$ cat src/rtl/pc_unit_pkg.sv
// Shared CPU definitions for the program-counter slice: address width,
// default reset vector and the next-PC source select encoding.
package pc_unit_pkg;

   localparam int ADDR_W = 8;

   localparam logic [ADDR_W-1:0] RESET_VEC_DEF = 8'h00;

   // Next-PC source select
   typedef logic [1:0] pc_src_t;
   localparam pc_src_t SRC_HOLD = 2'd0;
   localparam pc_src_t SRC_INC  = 2'd1;
   localparam pc_src_t SRC_TGT  = 2'd2;
   localparam pc_src_t SRC_POP  = 2'd3;

   // Modulo-256 address increment; the carry out is deliberately dropped
   function automatic logic [ADDR_W-1:0] addr_inc(input logic [ADDR_W-1:0] a);
      return a + {{(ADDR_W-1){1'b0}}, 1'b1};
   endfunction

endpackage

$ cat src/rtl/pc_unit_ret_stack.sv
// Return-address LIFO for pc_unit (built only with RET_STACK_EN).
// Stack pointer sp counts entries 0..DEPTH; overflow and underflow leave sp
// and storage untouched and set a sticky error flag. pop wins over push.
module ret_stack
   import pc_unit_pkg::*;
#(
   parameter int DEPTH = 4
) (
   input  logic              clk,
   input  logic              rst_n,
   input  logic              push,
   input  logic              pop,
   input  logic [ADDR_W-1:0] din,
   output logic [ADDR_W-1:0] dout,
   output logic              full,
   output logic              empty,
   output logic              err
);

   localparam int IDX_W = $clog2(DEPTH);
   localparam int SP_W  = IDX_W + 1;

   logic [ADDR_W-1:0] mem_q [DEPTH];
   logic [ADDR_W-1:0] mem_d [DEPTH];
   logic [SP_W-1:0]   sp_q;
   logic [SP_W-1:0]   sp_d;
   logic              err_q;
   logic              err_d;
   logic [IDX_W-1:0]  top_idx_s;

   assign full      = (sp_q == SP_W'(DEPTH));
   assign empty     = (sp_q == {SP_W{1'b0}});
   assign top_idx_s = IDX_W'(sp_q - {{(SP_W-1){1'b0}}, 1'b1});
   assign dout      = empty ? {ADDR_W{1'b0}} : mem_q[top_idx_s];
   assign err       = err_q;

   // Next stack contents, pointer and sticky error from push/pop requests
   always_comb begin
      mem_d = mem_q;
      sp_d  = sp_q;
      err_d = err_q;
      if (pop) begin
         if (empty) begin
            err_d = 1'b1;
         end else begin
            sp_d = sp_q - {{(SP_W-1){1'b0}}, 1'b1};
         end
      end else if (push) begin
         if (full) begin
            err_d = 1'b1;
         end else begin
            mem_d[sp_q[IDX_W-1:0]] = din;
            sp_d = sp_q + {{(SP_W-1){1'b0}}, 1'b1};
         end
      end else begin
         sp_d = sp_q;
      end
   end

   // Stack state registers with asynchronous clear
   always_ff @(posedge clk or negedge rst_n) begin
      if (!rst_n) begin
         for (int i = 0; i < DEPTH; i++) begin
            mem_q[i] <= {ADDR_W{1'b0}};
         end
         sp_q  <= {SP_W{1'b0}};
         err_q <= 1'b0;
      end else begin
         mem_q <= mem_d;
         sp_q  <= sp_d;
         err_q <= err_d;
      end
   end

endmodule

$ cat src/rtl/pc_unit.sv
// Program counter for the Simple CPU v1: select mux plus register.
// Priority: ret > call > jmp > (br & zero) > inc > hold; en=0 stalls everything.
// Optional macro RET_STACK_EN adds the hardware return-address stack; without
// it call acts as jmp, ret is ignored, stk_err=0 and stk_empty=1.
module pc_unit
   import pc_unit_pkg::*;
#(
   parameter logic [ADDR_W-1:0] RESET_VEC = RESET_VEC_DEF,
   parameter int                STK_DEPTH = 4
) (
   input  logic              clk,
   input  logic              rst_n,
   input  logic              en,
   input  logic              inc,
   input  logic              jmp,
   input  logic              br,
   input  logic              zero,
   input  logic [ADDR_W-1:0] tgt,
   input  logic              call,
   input  logic              ret,
   output logic [ADDR_W-1:0] pc,
   output logic [ADDR_W-1:0] pc_nxt,
   output logic              wrap,
   output logic              stk_err,
   output logic              stk_empty
);

   logic [ADDR_W-1:0] pc_q;
   logic [ADDR_W-1:0] pc_d;
   logic              wrap_q;
   logic              wrap_d;
   logic [ADDR_W-1:0] pc_inc_s;
   pc_src_t           src_s;

   assign pc_inc_s = addr_inc(pc_q);

`ifdef RET_STACK_EN
   logic              push_s;
   logic              pop_s;
   logic [ADDR_W-1:0] stk_dout_s;
   logic              stk_full_s;
   logic              stk_empty_s;
   logic              stk_err_s;

   ret_stack #(
      .DEPTH (STK_DEPTH)
   ) u_ret_stack (
      .clk   (clk),
      .rst_n (rst_n),
      .push  (push_s),
      .pop   (pop_s),
      .din   (pc_inc_s),
      .dout  (stk_dout_s),
      .full  (stk_full_s),
      .empty (stk_empty_s),
      .err   (stk_err_s)
   );

   assign stk_err   = stk_err_s;
   assign stk_empty = stk_empty_s;

   // Request decode to next-PC source and stack push/pop strobes
   always_comb begin
      src_s  = SRC_HOLD;
      push_s = 1'b0;
      pop_s  = 1'b0;
      if (!en) begin
         src_s = SRC_HOLD;
      end else if (ret) begin
         // Underflow keeps the PC where it is; the stack flags the error
         pop_s = 1'b1;
         src_s = stk_empty_s ? SRC_HOLD : SRC_POP;
      end else if (call) begin
         // Overflow drops the push inside the stack but the jump still happens
         push_s = 1'b1;
         src_s  = SRC_TGT;
      end else if (jmp) begin
         src_s = SRC_TGT;
      end else if (br && zero) begin
         src_s = SRC_TGT;
      end else if (inc) begin
         src_s = SRC_INC;
      end else begin
         src_s = SRC_HOLD;
      end
   end
`else
   logic unused_s;

   // ret and the stack depth have no function without the return stack
   assign unused_s  = ret | (STK_DEPTH == 0);
   assign stk_err   = 1'b0;
   assign stk_empty = 1'b1;

   // Request decode to next-PC source; call is a plain jump here
   always_comb begin
      src_s = SRC_HOLD;
      if (!en) begin
         src_s = SRC_HOLD;
      end else if (jmp || call) begin
         src_s = SRC_TGT;
      end else if (br && zero) begin
         src_s = SRC_TGT;
      end else if (inc) begin
         src_s = SRC_INC;
      end else begin
         src_s = SRC_HOLD;
      end
   end
`endif

   // Next-PC mux and sticky wrap detection (only a real increment wraps)
   always_comb begin
      pc_d   = pc_q;
      wrap_d = wrap_q;
      case (src_s)
         SRC_HOLD: pc_d = pc_q;
         SRC_INC:  pc_d = pc_inc_s;
         SRC_TGT:  pc_d = tgt;
`ifdef RET_STACK_EN
         SRC_POP:  pc_d = stk_dout_s;
`endif
         default:  pc_d = pc_q;
      endcase
      if ((src_s == SRC_INC) && (pc_q == {ADDR_W{1'b1}})) begin
         wrap_d = 1'b1;
      end else begin
         wrap_d = wrap_q;
      end
   end

   // PC and wrap registers with asynchronous reset
   always_ff @(posedge clk or negedge rst_n) begin
      if (!rst_n) begin
         pc_q   <= RESET_VEC;
         wrap_q <= 1'b0;
      end else begin
         pc_q   <= pc_d;
         wrap_q <= wrap_d;
      end
   end

   assign pc     = pc_q;
   assign pc_nxt = pc_d;
   assign wrap   = wrap_q;

endmodule

$ cat config.mk
export PLATFORM = sky130hd
export DESIGN_NAME = pc_unit
export DESIGN_NICKNAME = d
export VERILOG_FILES = /design/src/rtl/pc_unit_pkg.sv /design/src/rtl/pc_unit_ret_stack.sv /design/src/rtl/pc_unit.sv
export SDC_FILE = /design/constraint.sdc
export NUM_CORES = 1
export LEC_CHECK = 0
export ABC_AREA = 1
export BUFFER_PORTS_ARGS = -buffer_cell sky130_fd_sc_hd__buf_2
export CORE_AREA = 3 3 52 44
export DETAILED_ROUTE_END_ITERATION = 6
export DIE_AREA = 0 0 55 47
export PLACE_DENSITY = 0.67
export SYNTH_ARGS = -nofsm -noshare
export SYNTH_HDL_FRONTEND = slang
export SYNTH_SLANG_ARGS = --single-unit
$ cat constraint.sdc
create_clock -name clk -period 1.8 [get_ports clk]
set_input_delay 0.18 -clock clk [delete_from_list [all_inputs] [get_ports clk]]
set_output_delay 0.18 -clock clk [all_outputs]
set_load 0.005 [all_outputs]
======== After elaboration in Yosys (flattened, before gate mapping) ========
Index checks and enable logic that the tools add are counted.
cells by class
  eq/ne operators ......................... 3
  $add $sub $neg .......................... 1
  reductions and logical operators ........ 3
  mux-type cells .......................... 5
operators by type and width
  operator                                                          count
  8-bit case mux with 2 select lines                                1
  8-bit by 1-bit adder with 8-bit output (second input constant)    1
  8-bit == test (second input constant)                             1
  2-bit 2-to-1 mux                                                  3
  2-bit by 1-bit == test with 1-bit output (second input constant)  1
  2-bit == test (second input constant)                             1
  1-bit logical AND                                                 2
  1-bit logical OR                                                  1
  1-bit 2-to-1 mux                                                  1
storage, ports and cells
  logic and storage cells ................. 14
  output and inout bits ................... 19
  flip-flop bits (word level) ............. 9

======== Depth between registers and ports, before layout ========
Gate-level depths: netlist of the first run.
  word-level depth ........................ 6
  depth in mapped cells ................... 10

======== Worst setup path before layout of the first run ========
No wires, ideal clock.
  kind .................................... input to output
  start point ............................. input br
  end point ............................... output pc_nxt[4]
  slack ................................... 0.411 ns
  stages .................................. 10
  arrival time ............................ 1.209 ns
  cell sequence ........................... nand2_1 -> nand3_1 -> inv_1 -> nand3_1 -> ha_1 -> buf_2 -> inv_2 -> o21ai_0 -> nand2_1 -> a21oi_2
between the ends
  longest elaborated chain between the ends .. 6
  elaborated cells on any way between the ends .. 7
  classes of those cells .................. eq/ne: 2; mux: 4; reduce/logical: 1
RTL lines
  item                                                                       line            source
  from (decl)                                                                pc_unit.sv:16   input logic br,
  1-bit logical AND *                                                        pc_unit.sv:102  end else if (br && zero) begin
  2-bit 2-to-1 mux *                                                         pc_unit.sv:102
  2-bit 2-to-1 mux *                                                         pc_unit.sv:100  end else if (jmp || call) begin
  2-bit 2-to-1 mux *                                                         pc_unit.sv:98   if (!en) begin
  2-bit == test or 2-bit by 1-bit == test with 1-bit output (tied branches)  pc_unit.sv:116  case (src_s)
  8-bit case mux with 2 select lines *                                       pc_unit.sv:116
  to (decl)                                                                  pc_unit.sv:22   output logic [ADDR_W-1:0] pc_nxt,
Mark *: on every way between the ends. The rest lies on a longest branch, timed or not.

======== Final worst setup path of the first run ========
  start point ............................. register pc_q[1], in the netlist pc[1]
  end point ............................... output pc_nxt[2]
between the ends
  longest elaborated chain between the ends .. 2
RTL lines
  item                                    line               source
  from (decl)                             pc_unit.sv:28      logic [ADDR_W-1:0] pc_q;
  from (signal assigned)                  pc_unit.sv:138     pc_q <= pc_d;
  8-bit by 1-bit adder with 8-bit output  pc_unit_pkg.sv:18  return a + {{(ADDR_W-1){1'b0}}, 1'b1};
  8-bit case mux with 2 select lines      pc_unit.sv:116
Every way passes these cells.

==> results of run 1 <==
synth_stat cells (all sizes together):
| master | count | share of area |
|---|---|---|
| conb | 2 | 0.012 |
| nand2 | 21 | 0.13 |
| o31ai | 1 | 0.012 |
| a22oi | 1 | 0.012 |
| nor2 | 11 | 0.070 |
| inv | 11 | 0.066 |
| a21oi | 12 | 0.11 |
| ha | 3 | 0.060 |
| a21o | 1 | 0.014 |
| o21bai | 2 | 0.024 |
| dfrtp | 9 | 0.36 |
| buf | 3 | 0.032 |
| nand3 | 7 | 0.064 |
| clkbuf | 1 | 0.0060 |
| o21ai | 3 | 0.024 |
layer usage:
metal,wire (um),share of wire,global-route usage
met1,790,0.46,0.1714
met2,776,0.45,0.2052
met3,156,0.090,0.07302
met4,9,0.0052,0.02913
met5,0,0,0
worst min path at each step:
stage               cells past startpoint    end  startpoint  slack (ns)
finish                                  3  pc[4]      tgt[4]        0.17
global route                            3  pc[4]      tgt[4]        0.18
CTS                                     3  pc[4]      tgt[4]        0.16
detailed placement                      1  pc[4]       rst_n        0.06
global placement                        1  pc[2]       rst_n        0.05
floorplan                               0  pc[0]       rst_n       -0.12
metrics by stage:
stage               setup WS [ns]  cell area [um2]
floorplan                  0.4106            625.6
global placement           0.2142            814.5
detailed placement         0.1512            814.5
CTS                       0.03873            850.8
global route             -0.02921            893.4
finish                     0.1162            893.4
critical path, cell delays in order (launching register included):
cell,delay (ns)
dfrtp_1,0.41
ha_2,0.21
nand2_2,0.08
inv_2,0.05
nor2_1,0.08
o21ai_1,0.07
a21oi_1,0.19
buf_2,0.14
power groups by stage:
stage	clock network (mW)	logic, mW	registers, mW
4_1_cts	0.176	0.200	0.262
6_report	0.166	0.225	0.260
2_1_floorplan	0	0.102	0.264
3_3_place_gp	0	0.191	0.264
3_5_place_dp	0	0.197	0.266
5_1_grt	0.188	0.256	0.265
cell families (layout without fill, tap and decap cells):
logic type      after synthesis  in the layout  share of synthesized area
compound gates               20             20                     0.2000
fa+ha+maj                     3              3                    0.06001
buf+inv                      15             55                     0.1040
flops                         9              9                     0.3600
other cells                   2              2                    0.01200
simple gates                 39             39                     0.2640
placed cells by master, fill, tap and decap left out:
master,n
a21oi_1,9
dlygate4sd3_1,1
inv_1,9
a21oi_2,3
o21ai_1,1
clkbuf_4,3
clkbuf_1,1
a22oi_1,1
a21o_2,1
conb_1,2
o31ai_1,1
nor2_2,2
nand2_1,19
nand3_1,5
ha_1,2
buf_2,32
o21bai_1,2
o21ai_0,2
nand2_2,2
nor2_1,9
buf_4,7
inv_2,2
nand3_2,2
dfrtp_1,9
ha_2,1
what timing repair did:
action / in CTS / in global routing
hold endpoints to repair: 9 / 0
hold buffers: 1 / 0
setup endpoints to repair: 0 / 3
gates resized for setup: 0 / 6
buffers inserted: 0 / 4
sequential cells by signal, summed over array words and instances (netlist names):
| signal | cells |
|---|---|
| pc | 8 |
| wrap | 1 |
final cells by class:
class / count / share of cell area
repair buffers: 40 / 0.2493
flip-flops and latches: 9 / 0.2521
clock buffers: 4 / 0.02941
inverters: 11 / 0.04622
multi-input cells: 64 / 0.3894
well taps: 24 / 0.03361
==> results.txt, run 1 <==
----------------------------------------------------
[Global routing]
  First-pass GRT wire length ... about 2400 um
  Overall overflow remaining after global route ... 0
  Largest net degree at the start of global routing ... 10
  Initial antenna violation count ... 0
  Number of global-route vias before repair ... 565
  Total GRT Usage ... 0.1357

[Synth]
  Count of cell types in the netlist ... 21
  Syn_area_per_cell ... about 7.1 um2
  Synth warnings ... 0
  Post-synthesis net count ... 108
  Sequential-to-total area share from yosys stat ... 0.3600
  Summed instance area of the synthesized netlist ... about 630 um2
  Post-synthesis register bit count ... 9
  Gate Count Post-Synth ... 88

[STA]
  Maximum clock rate ... around 600 MHz
  Setup_tns ... 0 ns
  Final period util ... 0.9355
  Number of failing setup endpoints in the final timing report ... 0
  RSZ-0062 raised after global routing ... true
  Post-route minimum period ... 1.684 ns
  Worst Clk Skew ... ~0.00053 ns
  Worst hold slack after final layout ... 0.1731 ns
  Final max-slew violation count ... 0
  Fin. Hold Viols ... 0

[CTS]
  CTS Buffer Depth ... 2
  Cell at the root of the clock tree ... clkbuf_4
  Worst-skew pair later-pin latency ... roughly 0.27 ns
  CTS sink cnt ... 9
  Clock transition at path regs ... about 0.07 ns
  H-tree levels ... 1
  CTS tree ... yes
  Clock buffer count from CTS ... 3

[Placed design]
  Post-DP HPWL ... between 1000 and 1500 um
  Count of input and output buffers ... 32
  Inst Count DP ... 143
  Final Wtd Congestion ... 0.8079

[Worst setup path]
  Type of the worst setup path ... flop to output port
  Setup crit end kind ... output port
  Arr. time, crit path ... about 1.5 ns
  R2r endpoint ... pc[2]
  Max FO, Critical Path ... 4
  Worst setup startpoint ... pc[1]
  Data required time at the worst endpoint ... roughly 1.6 ns
  Depth of the worst register-to-register path ... 7
  Source of the worst register-to-register timing path ... pc[1]
  Sort of element at the start of the critical path ... flop
  Setup slack of the worst register-to-register path ... about 0.52 ns
  Critical Path Sink ... pc_nxt[2]

[Die]
  Area of the placeable core ... between 1500 and 2000 um2
  Number of top-level pins ... 36
  Number of placement rows ... 14
  Vert. Die Dim ... between 40 and 50 um
  Initial Util ... 0.3369
  Area of the die ... ~2600 um2
  Chip Width ... roughly 55 um

[Flow run]
  Max-cap violations ... 0

[Layout]
  Count of nets after finishing ... 149
  Area of combinational cells with multiple inputs ... roughly 350 um2
  Number of antenna diodes ... 0
  Number of fill cells ... 205
  End-of-flow core utilization ... 0.4811
  Final Instance Count excl. Fillers ... roughly 150
  Share of post-route cells with drive strength above 1 ... 0.4297
  Layout-stage area growth over the synthesis result ... 42.80%
  Register area ... 225.2 um2

[Power and ir drop]
  Internal power component ... 426.8 uW
  Part of the power in the clock network ... 0.255
  Leakage power total ... between 0.4 and 0.5 nW
  Net Switching ... between 200 and 250 uW
  Power share of the combinational group ... 0.346
  Pwr/cell area ... 729.5 nW/um2
  Peak ir drop on the vdd network ... 320.1 uV
  Final total power ... between 600 and 700 uW
  Part of the total power dissipated in sequential elements ... 0.399
  Switch share ... 0.3451

[Routing]
  Total via count in the routed design ... roughly 700
  Post-DR wirelength/cell ... between 10 and 15 um
  Number of remaining DRC errors ... 0
  Number of iterations in the first detailed-routing pass ... 4
  Number of nets with antenna violations after routing ... 0
  Average vias per placed instance ... 4.612
  Violation count after the first detailed-route iteration ... 9
  Final routed wirelength across all metal layers ... 1732 um

[Run status]
  Outcome ... completed

[Min path]
  Kind of path behind the tightest hold check ... primary input to flop

----------------------------------------------------
No activity file was read; power rests on OpenSTA's default activity.
==> run 2, diff against run 1 <==
--- a/config.mk
+++ b/config.mk
@@ -8,9 +8,10 @@
 export ABC_AREA = 1
 export BUFFER_PORTS_ARGS = -buffer_cell sky130_fd_sc_hd__buf_2
 export CORE_AREA = 3 3 52 44
+export CTS_BUF_LIST = sky130_fd_sc_hd__clkbuf_2 sky130_fd_sc_hd__clkbuf_4 sky130_fd_sc_hd__clkbuf_8
 export DETAILED_ROUTE_END_ITERATION = 6
 export DIE_AREA = 0 0 55 47
-export PLACE_DENSITY = 0.67
+export PLACE_DENSITY = 0.69
 export SYNTH_ARGS = -nofsm -noshare
 export SYNTH_HDL_FRONTEND = slang
 export SYNTH_SLANG_ARGS = --single-unit
==> constraint.sdc (replaced) <==
create_clock -name clk -period 1.5 [get_ports clk]
set_input_delay 0.15 -clock clk [delete_from_list [all_inputs] [get_ports clk]]
set_output_delay 0.15 -clock clk [all_outputs]
set_load 0.005 [all_outputs]
==> results.txt, run 2 (synthesis gave the netlist of run 1 again) <==
----------------------------------------------------
[Run status]
  Outcome ... finished with violations
  Violations in the final reports ... setup timing

[STA]
  Maximum clock rate ... around 610 MHz
  Slack of the critical path ... -0.1383 ns (-0.2545 ns)
  Setup_tns ... -0.7524 ns (-0.7524 ns)
  Fin. Hold Viols ... 0 (unchanged)
  Worst hold slack after final layout ... 0.1438 ns (-0.02935 ns)
  Final period util ... 1.092
  Final max-slew violation count ... 0 (unchanged)
  RSZ-0062 raised after global routing ... true
  Worst Clk Skew ... 0.003430 ns (+0.002896 ns)
  Number of failing setup endpoints in the final timing report ... 7 (+7)
  Post-route minimum period ... 1.638 ns

[Global routing]
  Number of global-route vias before repair ... 623 (+10%)
  Total GRT Usage ... 0.1409 (+0.005177)
  Largest net degree at the start of global routing ... 10 (unchanged)
  First-pass GRT wire length ... 2594 um (+9.0%)
  Initial antenna violation count ... 0 (unchanged)
  Overall overflow remaining after global route ... 0 (unchanged)

[Placed design]
  Instance area after placement ... 822.0 um2 (+0.92%)
  Pre-CTS setup slack ... -0.09136 ns (-0.2425 ns)
  Count of input and output buffers ... 32 (unchanged)
  Inst Count DP ... 144 (+0.70%)
  Final Wtd Congestion ... 0.8088 (+0.11%)
  Post-DP HPWL ... 1334 um (-1.7%)

[Routing]
  Average vias per placed instance ... 4.535 (-1.7%)
  Number of nets with antenna violations after routing ... 0 (unchanged)
  Total via count in the routed design ... 712 (+1.6%)
  Number of remaining DRC errors ... 0 (unchanged)
  Post-DR wirelength/cell ... 11.41 um (+0.11%)
  Final routed wirelength across all metal layers ... 1791 um (+3.4%)
  Violation count after the first detailed-route iteration ... 5 (-4)
  Number of iterations in the first detailed-routing pass ... 4 (unchanged)

[Die]
  Number of placement rows ... 14 (unchanged)
  Area of the die ... 2585 um2 (unchanged)
  Number of top-level pins ... 36 (unchanged)
  Chip Width ... 55 um (unchanged)
  Vert. Die Dim ... 47 um (unchanged)
  Initial Util ... 0.3369 (unchanged)
  Area of the placeable core ... 1857 um2 (unchanged)

[Layout]
  Number of antenna diodes ... 0 (unchanged)
  Area of combinational cells with multiple inputs ... 416.7 um2 (+20%)
  Most frequent standard cell in the layout excluding fill and tap cells ... buf_2
  Largest register FFs ... 8 (unchanged)
  Number of fill cells ... 173 (-16%)
  Register area ... 227.7 um2 (+1.1%)
  Summed area of non-filler cells in the final layout ... 1013 um2 (+13%)
  Layout-stage area growth over the synthesis result ... 62.00%
  Count of nets after finishing ... 154 (+3.4%)
  Share of post-route cells with drive strength above 1 ... 0.5564 (+0.1267)
  Final Instance Count excl. Fillers ... 157 (+3.3%)
  Most frequent cells in the layout ... buf_2 (32), nand2_1 (19), buf_4 (10)
  End-of-flow core utilization ... 0.5458 (+0.06469)

[Power and ir drop]
  Final total power ... 871.9 uW (+34%)
  Leakage power total ... 0.5161 nW (+6.3%)
  Peak ir drop on the vdd network ... 467.3 uV (+46%)
  Pwr/cell area ... 860.3 nW/um2 (+18%)

[CTS]
  H-tree levels ... 1 (unchanged)
  CTS Buffer Depth ... 2 (unchanged)
  CTS sink cnt ... 9 (unchanged)
  Cell at the root of the clock tree ... clkbuf_4
  Clock buffer count from CTS ... 3 (unchanged)
  CTS tree ... yes
  Clock transition at path regs ... 0.07 ns (about the same)
  Worst-skew pair later-pin latency ... 0.27 ns (about the same)

[Worst setup path]
  Arr. time, crit path ... 1.49 ns (about the same)
  Max FO, Critical Path ... 3 (-1)
  Type of the worst setup path ... flop to output port
  Depth of the worst register-to-register path ... 8 (+1)
  Sort of element at the start of the critical path ... flop
  Data required time at the worst endpoint ... 1.35 ns (-0.27 ns)
  Setup crit end kind ... output port

[Flow run]
  Max-cap violations ... 0 (unchanged)

[Min path]
  Kind of path behind the tightest hold check ... primary input to flop
  Hold Crit Depth ... 3 (unchanged)

----------------------------------------------------
==> run 2: final cells by class <==
type,count,area share
repair buffers,45,0.2642
well taps,24,0.02963
flip-flops and latches,9,0.2247
multi-input cells,64,0.4111
clock buffers,4,0.02963
inverters,11,0.04074
==> run 2: worst paths after layout <==
path	from	to	slack (ns)
worst max register to register	pc[1]	pc[2]	-0.06
max in group asynchronous	rst_n	pc[0]	1.03
worst min register to register	wrap	wrap	0.49
min in group asynchronous	rst_n	pc[1]	0.26
worst min-delay path	tgt[4]	pc[4]	0.14
worst max-delay path	pc[1]	pc_nxt[5]	-0.14
==> run 2: critical path: stages (launching register included) <==
cell and delay [ns]:
dfrtp_1 0.43, buf_4 0.15, nand3_1 0.11, o21bai_1 0.17, nand3_1 0.10, a21oi_2 0.14
buf_2 0.12
==> run 2: routing by layer <==
layer  global-route usage  part of all wire  vias to the layer above
li1                     -                 -                      371
met1               0.1711              0.45                      320
met2               0.2429              0.49                       21
met3              0.05714             0.056                        0
met4              0.01456                 0                        0
met5                    0                 0                        -
==> run 2: repair_timing <==
item,4_1_cts,5_1_grt
resized for setup,11,14
hold buffers,1,0
pin swaps,5,10
hold endpoints to repair,9,0
setup endpoints to repair,8,9
setup buffers,7,2
==> run 2: report_power, final <==
group | internal [mW] | switching (mW)
sequential | 0.276 | 0.0444
clock | 0.121 | 0.0945
combinational | 0.178 | 0.157
total | 0.576 | 0.296
==> run 3, diff against run 2 <==
--- a/config.mk
+++ b/config.mk
@@ -5,13 +5,12 @@
 export SDC_FILE = /design/constraint.sdc
 export NUM_CORES = 1
 export LEC_CHECK = 0
-export ABC_AREA = 1
 export BUFFER_PORTS_ARGS = -buffer_cell sky130_fd_sc_hd__buf_2
-export CORE_AREA = 3 3 52 44
+export CORE_AREA = 3 3 51 44
 export CTS_BUF_LIST = sky130_fd_sc_hd__clkbuf_2 sky130_fd_sc_hd__clkbuf_4 sky130_fd_sc_hd__clkbuf_8
 export DETAILED_ROUTE_END_ITERATION = 6
-export DIE_AREA = 0 0 55 47
-export PLACE_DENSITY = 0.69
+export DIE_AREA = 0 0 54 47
+export PLACE_DENSITY = 0.7
 export SYNTH_ARGS = -nofsm -noshare
 export SYNTH_HDL_FRONTEND = slang
 export SYNTH_SLANG_ARGS = --single-unit
==> results.txt, run 3 <==
----------------------------------------------------
[Run status]
  Outcome ... finished with violations
  Violations in the final reports ... setup timing

[Worst setup path]
  Depth of the worst register-to-register path ... 4 (-4)
  Setup slack of the worst register-to-register path ... 0.06 ns (+0.12 ns)
  Max FO, Critical Path ... 4 (+1)
  Setup crit end kind ... output port
  Source of the worst register-to-register timing path ... pc[2]
  Arr. time, crit path ... 1.77 ns (+0.28 ns)
  Type of the worst setup path ... primary input to output port
  Data required time at the worst endpoint ... 1.35 ns (about the same)
  Sort of element at the start of the critical path ... primary input
  R2r endpoint ... pc[7]

[Synth]
  Leading post-synthesis cells by cell area ... dfrtp_1 (37%), ha_1 (6.1%), nand3_1 (4.9%)
  Dominant synthesized flop cell ... dfrtp_1
  Proportion of synthesized flip-flops having asynchronous set or reset ... 1.000 (unchanged)
  Syn_area_per_cell ... 8.635 um2 (+21%)
  Post-synthesis net count ... 91 (-16%)
  Dominant cell type by area after synthesis ... dfrtp_1
  Synth warnings ... 0 (unchanged)
  Top-area cell type share of the netlist area ... 0.3673 (+0.007347)
  Top cells by instance count after synthesis ... dfrtp_1 (9), inv_1 (7), nand2_1 (6), nand3_1 (6), a21oi_1 (4)
  Library cell with the highest instance count after synthesis ... dfrtp_1
  Summed instance area of the synthesized netlist ... 613.1 um2 (-2.0%)
  Post-synthesis register bit count ... 9 (unchanged)
  Gate Count Post-Synth ... 71 (-19%)
  Sequential-to-total area share from yosys stat ... 0.3673 (+0.007347)
  Count of cell types in the netlist ... 29 (+38%)
  Number of enable flip-flop cells after synthesis ... 0 (unchanged)

[Placed design]
  Post-DP HPWL ... 1537 um (+15%)
  Pre-CTS setup slack ... -0.4714 ns (-0.3800 ns)
  Inst Count DP ... 138 (-4.2%)
  Final Wtd Congestion ... 0.8190 (+1.3%)
  Count of input and output buffers ... 32 (unchanged)

[Layout]
  Count of nets after finishing ... 147 (-4.5%)
  Most frequent cells in the layout ... buf_2 (30), buf_4 (16), dfrtp_1 (9)
  Number of fill cells ... 124 (-28%)
  Number of antenna diodes ... 0 (unchanged)
  Largest register FFs ... 8 (unchanged)
  End-of-flow core utilization ... 0.6734 (+0.1275)
  Share of post-route cells with drive strength above 1 ... 0.7143 (+0.1579)
  Most frequent standard cell in the layout excluding fill and tap cells ... buf_2
  Layout-stage area growth over the synthesis result ... 98.16%
  Final Instance Count excl. Fillers ... 150 (-4.5%)

[Flow run]
  Max-cap violations ... 0 (unchanged)

[CTS]
  CTS sink cnt ... 9 (unchanged)
  H-tree levels ... 1 (unchanged)
  Worst-skew pair later-pin latency ... 0.27 ns (about the same)
  CTS Buffer Depth ... 2 (unchanged)
  Clock buffer count from CTS ... 3 (unchanged)
  Clock transition at path regs ... 0.07 ns (about the same)
  Cell at the root of the clock tree ... clkbuf_4
  CTS tree ... yes

[STA]
  Maximum clock rate ... 521.4 MHz (-15%)
  Slack of the critical path ... -0.4179 ns (-0.2796 ns)
  Post-route minimum period ... 1.918 ns (+0.2796 ns)
  Final max-slew violation count ... 0 (unchanged)
  Fin. Hold Viols ... 0 (unchanged)
  Worst hold slack after final layout ... 0.1510 ns (+0.007252 ns)
  Number of failing setup endpoints in the final timing report ... 9 (+2)
  RSZ-0062 raised after global routing ... true
  Worst Clk Skew ... 0.01022 ns (+0.006788 ns)
  Final period util ... 1.279 (+0.1864)

[Global routing]
  Initial antenna violation count ... 0 (unchanged)
  Largest net degree at the start of global routing ... 10 (unchanged)
  Number of global-route vias before repair ... 778 (+25%)
  First-pass GRT wire length ... 3663 um (+41%)
  Overall overflow remaining after global route ... 0 (unchanged)
  Total GRT Usage ... 0.2096 (+0.06873)

[Routing]
  Final routed wirelength across all metal layers ... 2547 um (+42%)
  Post-DR wirelength/cell ... 16.98 um (+49%)
  Number of nets with antenna violations after routing ... 0 (unchanged)
  Number of remaining DRC errors ... 0 (unchanged)
  Number of iterations in the first detailed-routing pass ... 4 (unchanged)
  Violation count after the first detailed-route iteration ... 17 (+12)
  Total via count in the routed design ... 812 (+14%)
  Average vias per placed instance ... 5.413 (+19%)

[Power and ir drop]
  Peak ir drop on the vdd network ... 536.1 uV (+15%)
  Leakage power total ... 0.5988 nW (+16%)
  Pwr/cell area ... 727.4 nW/um2 (-15%)

[Die]
  Number of placement rows ... 14 (unchanged)
  Chip Width ... 54 um (-1.8%)
  Initial Util ... 0.3398 (+0.002879)
  Area of the placeable core ... 1804 um2 (-2.8%)
  Vert. Die Dim ... 47 um (unchanged)
  Area of the die ... 2538 um2 (-1.8%)
  Number of top-level pins ... 36 (unchanged)

[Min path]
  Worst Hold Endpoint ... pc[5]
  Hold Crit Depth ... 3 (unchanged)
  Worst Hold Launch ... tgt[5]
  Kind of path behind the tightest hold check ... primary input to flop

----------------------------------------------------
==> run 3: area by class of cell <==
type | instances | area [um2] | share of cell area
Inverter | 7 | 28.78 | 0.02369
Timing Repair Buffer | 56 | 385.4 | 0.3172
Tap cell | 24 | 30.03 | 0.02472
Sequential cell | 9 | 225.2 | 0.1854
Clock buffer | 4 | 30.03 | 0.02472
Multi-Input combinational cell | 50 | 515.5 | 0.4243
==> run 3: metrics by stage <==
stage	TNS (ns)	cell area, um2	power (mW)
global route	-3.052	1215	0.9431
finish	-2.523	1215	0.8838
detailed placement	-4.397	914.6	0.5481
CTS	-2.210	1101	0.8147
global placement	-3.416	914.6	0.5391
floorplan	-0.9592	641.9	0.4089
==> run 3: layer usage <==
| metal | share of wire | global-route usage | routed length (um) | up-vias |
|---|---|---|---|---|
| li1 | - | - | - | 371 |
| met5 | 0 | 0 | 0 | - |
| met2 | 0.49 | 0.3623 | 1248 | 45 |
| met1 | 0.39 | 0.2327 | 1004 | 382 |
| met3 | 0.072 | 0.07302 | 183 | 14 |
| met4 | 0.043 | 0.09950 | 110 | 0 |
==> run 3: kinds of logic (layout without fill, tap and decap cells) <==
group                      after synthesis  count (layout)  share of synthesized area
AOI/OAI and AO/OA                       19              19                     0.2184
adders and majority gates                3               3                    0.06123
buffers and inverters                   12              67                    0.08979
DFF                                      9               9                     0.3674
muxes                                    1               1                    0.01633
other                                    2               2                    0.01225
and+or+nand+nor                         25              25                     0.2347
==> run 3: how the worst max path moves through the flow <==
stage,start,depth (start not counted),to
4_1_cts,zero,9,pc_nxt[6]
2_1_floorplan,br,8,pc_nxt[6]
3_3_place_gp,br,9,pc_nxt[6]
3_5_place_dp,br,9,pc_nxt[6]
5_1_grt,zero,10,pc_nxt[4]
6_report,zero,10,pc_nxt[5]
==> run 3: worst max-delay path, stage by stage <==
cell	delay [ns]
buf_6	0.09
a211oi_4	0.25
nand3_2	0.12
inv_2	0.10
ha_4	0.16
buf_6	0.13
nand2b_4	0.05
or4_4	0.53
nand3_2	0.08
buf_2	0.11
==> run 3: what timing repair did <==
item | CTS | global route
endpoints found under the hold margin | 9 | 0
setup endpoints to repair | 9 | 12
hold buffers | 1 | 0
setup buffers | 6 | 3
pin swaps | 8 | 3
resized for setup | 23 | 20
==> run 3: report_power, final <==
group | switching [mW] | total [mW] | internal [mW]
Combinational | 0.167 | 0.361 | 0.194
Sequential | 0.0392 | 0.309 | 0.269
Clock | 0.0931 | 0.214 | 0.121
Total | 0.300 | 0.884 | 0.584
